===== src/rtl/count_pkg.sv =====
// Shared types and transaction field widths for the parametrised counter family.
package count_pkg;

  typedef enum logic {CNT_DOWN, CNT_UP} dir_e;
  typedef enum logic {MODE_WRAP, MODE_SAT} mode_e;

  localparam int unsigned TXN_WIDTH  = 8;
  localparam int unsigned TXN_STEP_W = 4;

endpackage


===== src/rtl/count_step_calc.sv =====
// Combinational next-value calculation for one enabled step, with range-exit events.
module count_step_calc
  import count_pkg::*;
#(
  parameter int unsigned WIDTH = 8,
  parameter int unsigned MOD   = 2 ** WIDTH
) (
  input  logic [WIDTH-1:0] count,
  input  logic [WIDTH-1:0] s_eff,
  input  dir_e             dir,
  input  mode_e            mode,
  output logic [WIDTH-1:0] nxt,
  output logic             ovf_evt,
  output logic             udf_evt
);

  localparam logic [WIDTH:0] MOD_V  = (WIDTH + 1)'(MOD);
  localparam logic [WIDTH:0] MOD_M1 = (WIDTH + 1)'(MOD - 1);

  logic [WIDTH:0] sum;

  always_comb begin
    sum     = {1'b0, count} + {1'b0, s_eff};
    nxt     = count;
    ovf_evt = 1'b0;
    udf_evt = 1'b0;
    if (dir == CNT_UP) begin
      if (sum <= MOD_M1) begin
        nxt = sum[WIDTH-1:0];
      end else begin
        ovf_evt = 1'b1;
        nxt     = (mode == MODE_SAT) ? WIDTH'(MOD_M1) : WIDTH'(sum - MOD_V);
      end
    end else begin
      if (s_eff <= count) begin
        nxt = count - s_eff;
      end else begin
        udf_evt = 1'b1;
        nxt     = (mode == MODE_SAT) ? '0
                                     : WIDTH'({1'b0, count} + MOD_V - {1'b0, s_eff});
      end
    end
  end

endmodule


===== src/rtl/param_counter.sv =====
// Up/down counter with configurable width, modulus and step; wrap or saturate,
// terminal-count pulse and sticky overflow/underflow flags.
module param_counter
  import count_pkg::*;
#(
  parameter int unsigned WIDTH  = 8,
  parameter int unsigned MOD    = 2 ** WIDTH,
  parameter int unsigned STEP_W = 4
) (
  input  logic              clk,
  input  logic              rst,
  input  logic              en,
  input  logic              load,
  input  logic [WIDTH-1:0]  d_in,
  input  logic              up_dn,
  input  logic [STEP_W-1:0] step,
  input  logic              sat_mode,
  input  logic              clr_flags,
  output logic [WIDTH-1:0]  count,
  output logic              tc,
  output logic              ovf,
  output logic              udf
);

  if (MOD < 2 || MOD > (2 ** WIDTH)) begin : g_bad_mod
    $error("param_counter: MOD must lie in 2..2**WIDTH");
  end

  // Comparison width wide enough for both the raw step and MOD-1.
  localparam int unsigned CW = (STEP_W > WIDTH + 1) ? STEP_W : WIDTH + 1;

  logic [WIDTH-1:0] s_eff;
  logic [WIDTH-1:0] d_clamp;
  logic [WIDTH-1:0] nxt;
  logic             ovf_evt;
  logic             udf_evt;
  logic             stepping;
  dir_e             dir;
  mode_e            mode;

  always_comb begin
    s_eff    = (CW'(step) > CW'(MOD - 1)) ? WIDTH'(MOD - 1) : WIDTH'(step);
    d_clamp  = ({1'b0, d_in} > (WIDTH + 1)'(MOD - 1)) ? WIDTH'(MOD - 1) : d_in;
    dir      = up_dn ? CNT_UP : CNT_DOWN;
    mode     = sat_mode ? MODE_SAT : MODE_WRAP;
    stepping = en & ~load;
  end

  count_step_calc #(
    .WIDTH (WIDTH),
    .MOD   (MOD)
  ) u_step (
    .count   (count),
    .s_eff   (s_eff),
    .dir     (dir),
    .mode    (mode),
    .nxt     (nxt),
    .ovf_evt (ovf_evt),
    .udf_evt (udf_evt)
  );

  always_ff @(posedge clk or negedge rst) begin
    if (!rst) begin
      count <= '0;
      tc    <= 1'b0;
      ovf   <= 1'b0;
      udf   <= 1'b0;
    end else begin
      if (load) begin
        count <= d_clamp;
      end else if (en) begin
        count <= nxt;
      end
      tc  <= stepping & (ovf_evt | udf_evt);
      // A same-edge event outranks clr_flags.
      ovf <= (ovf & ~clr_flags) | (stepping & ovf_evt);
      udf <= (udf & ~clr_flags) | (stepping & udf_evt);
    end
  end

endmodule


===== config.mk =====
export PLATFORM = sky130hd
export DESIGN_NAME = param_counter
export DESIGN_NICKNAME = d
export VERILOG_FILES = /design/src/rtl/count_pkg.sv /design/src/rtl/count_step_calc.sv /design/src/rtl/param_counter.sv
export SDC_FILE = /design/constraint.sdc
export NUM_CORES = 1
export LEC_CHECK = 0
export BUFFER_PORTS_ARGS = -buffer_cell sky130_fd_sc_hd__clkbuf_2
export CORE_AREA = 8 8 55 57
export CTS_BUF_LIST = sky130_fd_sc_hd__clkbuf_2 sky130_fd_sc_hd__clkbuf_4 sky130_fd_sc_hd__clkbuf_8
export CTS_CLUSTER_DIAMETER = 120
export DETAILED_ROUTE_END_ITERATION = 8
export DIE_AREA = 0 0 63 65
export GPL_ROUTABILITY_DRIVEN = 0
export HOLD_SLACK_MARGIN = 0.1
export PLACE_DENSITY = 0.82
export RECOVER_POWER = 50
export SYNTH_ARGS = -nofsm -noshare
export SYNTH_HDL_FRONTEND = slang
export SYNTH_SLANG_ARGS = --single-unit

===== constraint.sdc =====
create_clock -name clk -period 2.8 [get_ports clk]
set_input_delay 0.28 -clock clk [delete_from_list [all_inputs] [get_ports clk]]
set_output_delay 0.28 -clock clk [all_outputs]
set_load 0.03 [all_outputs]

* Yosys cells after proc, flatten, opt, wreduce, memory -nomap -nowiden
Index checks and enable logic that the tools add are counted.
** Word-level totals
- Input bits :: 19
- Output and inout bits :: 11
- Logic and storage cells :: 36
- Bits in registers :: 11
** Cells by class
- Reductions and logical operators :: 1
- Bitwise logic cells :: 11
- Mux-type cells :: 13
- Add/sub/neg operators :: 5
- Order comparisons :: 2
** Operators with widths (number)
- 2-to-1 mux 8 bit :: 7
- subtractor 8 x 4 -> 8 bit :: 2
- adder 8 x 4 -> 9 bit :: 1
- less-or-equal comparator 9 x 8 -> 1 bit, second input constant :: 1
- adder 8 x 1 -> 8 bit, second input constant :: 1
- less-or-equal comparator 4 x 8 -> 1 bit :: 1
- subtractor 8 x 1 -> 8 bit, second input constant :: 1
- bitwise AND 1 bit :: 6
- 2-to-1 mux 1 bit :: 6
- OR 1 bit :: 3
- NOT 1 bit :: 2
- nonzero test 2 bit :: 1

* Longest topological paths before layout
- Word-level depth :: 7
- Gate-level depth with buffers :: 9
- Gate-level depth less buffers :: 9

* Hierarchy
A second synthesis with hierarchy kept.
** Second synthesis, totals
- Cell total of the unflattened synthesis :: 164
- Area total of the unflattened synthesis :: 1412.6 µm²
** By module, submodules not included
- count_step_calc :: times used 1, area an instance 918.4 µm², cells each 121, seq. area each 0.0 µm²
- param_counter :: times used 1, area an instance 494.2 µm², cells each 43, seq. area each 275.3 µm²

* Least setup slack after synthesis
Ideal clock, no wire load.
- Path type :: register -> register
- Start point :: reg count[3]
- End point :: reg count[5]
- Path slack :: 0.393 ns
- Library setup time :: 0.135 ns
- Arrival :: 2.272 ns
- Path buffers :: 1
- Data required time :: 2.665 ns
- Cell stages (with the launch flop) :: 9
- Clock period less this slack :: 2.407 ns
- Cells stage by stage :: dfrtp_1 > ha_1 > buf_6 > a211o_1 > a21o_1 > or4_4 > and4_1 > a21oi_2 > o221ai_2
** Between the ends
- Longest elaborated chain between the ends :: 7
- Elaborated cells on any way between the ends :: 14
- Classes of those cells :: add/sub: 5; order compare: 2; mux: 7
** Ends and longest elaborated chain
- from (decl) :: RTL line param_counter.sv:19 : output logic [WIDTH-1:0] count,
- from (signal assigned) :: RTL line param_counter.sv:70 : count <= d_clamp;
- from (signal assigned) :: RTL line param_counter.sv:72 : count <= nxt;
- adder 8 x 1 -> 8 bit / adder 8 x 4 -> 9 bit (equally long branches) :: RTL line count_step_calc.sv:40, count_step_calc.sv:23
- subtractor 8 x 4 -> 8 bit / subtractor 8 x 1 -> 8 bit (equally long branches) :: RTL line count_step_calc.sv:40, count_step_calc.sv:32
- 2-to-1 mux 8 bit (on tied branches) :: RTL line count_step_calc.sv:39, count_step_calc.sv:32
- 2-to-1 mux 8 bit (on tied branches) :: RTL line count_step_calc.sv:35, count_step_calc.sv:28
- 2-to-1 mux 8 bit (*) :: RTL line count_step_calc.sv:27 : if (dir == CNT_UP) begin
- 2-to-1 mux 8 bit (*) :: RTL line param_counter.sv:71 : end else if (en) begin
- 2-to-1 mux 8 bit (*) :: RTL line param_counter.sv:69 : if (load) begin
Mark *: on every way between the ends. The rest lies on a longest branch, timed or not. The select of a mux whose other input is x is not followed.
A chain may end at the register's enable or synchronous reset.

* Worst setup path in the final report
- Start point :: reg count[3]
- End point :: reg count[2]
** Between the ends
- Longest elaborated chain between the ends :: 6
- Elaborated cells on any way between the ends :: 8
- Classes of those cells :: add/sub: 1; order compare: 2; mux: 5
** Ends and longest elaborated chain
- adder 8 x 4 -> 9 bit :: RTL line count_step_calc.sv:23 : sum = {1'b0, count} + {1'b0, s_eff};
- less-or-equal comparator 9 x 8 -> 1 bit :: RTL line count_step_calc.sv:28 : if (sum <= MOD_M1) begin
- 2-to-1 mux 8 bit :: RTL line count_step_calc.sv:28
- 2-to-1 mux 8 bit (*) :: RTL line count_step_calc.sv:27
- 2-to-1 mux 8 bit (*) :: RTL line param_counter.sv:71
- 2-to-1 mux 8 bit (*) :: RTL line param_counter.sv:69
Marks and branches as above.

==> impl_metrics.tcl <==
set metrics [dict create \
    tns_ps 0 \
    netlist_instances 144 \
    grt_max_degree 19 \
    nets 198 \
    cts_sinks 11 \
    final_cell_area_um2 1300 \
    drv_slew 0 \
    ys_seq_area_share_pct 24.1 \
    grt_pass1_vias 1213 \
    vias_per_cell 6.07 \
    n_fill_cell 225 \
    layout_commonest_cell "clkbuf_2" \
    irDropWorstVdd_mv 0.247 \
    power_frac_comb_pct 46.3 \
    insertion_delay_ps 290 \
    dp_hpwl_um 2380 \
    ys.flop_type "dfrtp_1" \
    area_delta_synth_final_pct 14.1 \
    hold_class "input pin to flop" \
    cts.htree.levels 1 \
    status "finished, final reports clean" \
    finalCritPeriodShare_pct 85.4 \
    drt_wl_total_um 3030 \
    finalSetupViolations 0 \
    period_needed_ps 2390 \
    fin_util_pct 60.5 \
    initial_utilization_pct 53.1 \
    critical_path_class "flop to flop" \
    fin_cells 196 \
    clk_pin_slew_ps 80 \
    synth_fp_nets 173 \
    cts_made_buffers 3 \
    clock_skew_ps 9.72 \
    fp.dieW_um 63 \
    cp-start-kind "flop" \
    ys_ff_latch 11 \
    worst_pin_slew_ps 640 \
    placementRows 17 \
    cp.arrival_ps 2550 \
    synth_cell_types 42 \
    num_io_pins 30 \
    p_sw_share_pct 43.0 \
    synth-edff-count 0 \
    rsz0062_at_grt "false" \
    relSlewSlack_pct 57.4 \
    ys_warn_count 0 \
    drt_iter0_markers 44 \
    antenna_cells 0 \
    cts_resized 0 \
    root_buffer "clkbuf_4" \
    cts_tree "yes" \
    cts_setup_buffers 0 \
    pwr-share-seq_pct 33.4 \
    power_density_nw_per_um2 486 \
    vias 1189 \
    clock.fmax_mhz 418 \
    hold_viol 0 \
    dpl-instance-area_um2 1270 \
    p_int_w 0.000360 \
    routedWlPerCell_um 15.5 \
    avgSynthCellArea_um2 7.92 \
    p_leak_nw 0.580 \
    coreArea_um2 2150 \
    io_buffers 29 \
    die_area_um2 4100 \
    antenna_found_initial 0 \
    cp.required_ps 2960 \
    place_inst 191 \
    clk_path_buf_depth 2 \
    final_cell_mix "clkbuf_2 (23), nor2_1 (13), inv_1 (12), a21oi_1 (12), o21ai_0 (12)" \
    grt_remaining_overflow 0 \
    critical_path.endpoint_type "flop" \
    synth_area_um2 1140 \
    first_pass_iters 4 \
    grt_pass1_wl_um 5200 \
    ant_nets 0 \
    remaining_drc_errors 0 \
    fp.dieH_um 65 \
    track_usage_pct 15.3 \
    synthArstFlopShare_pct 100 \
    cap_violations 0 \
    p_switching_w 0.000272 \
    crit_fanout 10 \
    drive_above_1_share_pct 19.0 \
    p_clk_share_pct 20.4 \
]
[power by group through the flow]
stage	Combinational, W	Clock (W)	Sequential [W]
after floorplan	0.000205	0	0.000228
after global placement	0.000279	0	0.000212
after detailed placement	0.000289	0	0.000214
after CTS	0.000292	0.000129	0.000210
after global routing	0.000321	0.000140	0.000214
final	0.000292	0.000129	0.000211
[Yosys cell counts, drive strengths merged (4+ instances only)]
cell     n  area (µm²)
o21ai   12        60.1
nand2    8        30.0
ha       8         100
nor2    13        48.8
dfrtp   11         275
nand2b   4        25.0
clkbuf   6        22.5
a21oi   13        68.8
buf      5        37.5
inv     12        45.0
nor2b    4        25.0
nor3     4        20.0
xnor2    5        43.8
[cell families (layout without fill, tap and decap cells)]
family / count (synthesis) / count (layout) / synth area share, %
adder cells (fa/ha/maj): 10 / 10 / 12.3
AND/OR/NAND/NOR: 48 / 48 / 22.5
flip-flops: 11 / 11 / 24.1
AO/OA/AOI/OAI: 47 / 47 / 28.0
XOR/XNOR: 5 / 5 / 3.84
buffers and inverters: 23 / 47 / 9.22
[sequential cells by signal (all words and copies together) (netlist names)]
signal / count
count: 8
udf: 1
tc: 1
ovf: 1
[area by class of cell]
| cell class | count | area (µm²) | area share (%) |
|---|---|---|---|
| well taps | 28 | 35.0 | 2.69 |
| inverters | 12 | 45.0 | 3.46 |
| flip-flops and latches | 11 | 275 | 21.2 |
| repair buffers | 31 | 155 | 11.9 |
| multi-input cells | 110 | 759 | 58.4 |
| clock buffers | 4 | 30.0 | 2.31 |
[metrics by stage]
stage / hold WS, ps / total power [W] / worst slack (ps)
detailed placement: 183 / 0.000503 / 431
CTS: 198 / 0.000631 / 431
floorplan: -15.6 / 0.000433 / 393
global route: 209 / 0.000675 / 325
global placement: 173 / 0.000490 / 483
finish: 196 / 0.000632 / 407
[worst max-delay path, cell delays in order (launching register included)]
cell and delay [ps]:
dfrtp_1 420, ha_1 400, a211o_1 290, a21o_1 200, or4_4 510, nand3_1 100
a21oi_1 70, a221o_1 280
[worst paths after layout]
| path | endpoint | start | depth (start not counted) | slack, ps |
|---|---|---|---|---|
| setup / recovery | count[2]$_DFFE_PN0P_ | count[3]$_DFFE_PN0P_ | 7 | 410 |
| hold / removal | ovf$_DFF_PN0_ | clr_flags | 2 | 200 |
| setup reg to reg | count[2]$_DFFE_PN0P_ | count[3]$_DFFE_PN0P_ | 7 | 410 |
| hold reg to reg | udf$_DFF_PN0_ | udf$_DFF_PN0_ | 2 | 530 |
| max in group asynchronous | count[2]$_DFFE_PN0P_ | rst | 2 | 1870 |
| min in group asynchronous | count[4]$_DFFE_PN0P_ | rst | 2 | 510 |
[what timing repair did]
action	in CTS	in global routing
hold endpoints to repair	11	0
endpoints found under the setup margin	0	0
hold buffers	1	0
[metal layers]
metal  vias to the layer above  GRT usage (%)  share of wire [%]
met5                         -              0                  0
met4                         0           8.83                3.1
met3                        13           5.15                 10
met2                        69           24.1                 44
met1                       536           17.7                 43
li1                        571              -                  -
(Power assumes the default switching activity.)
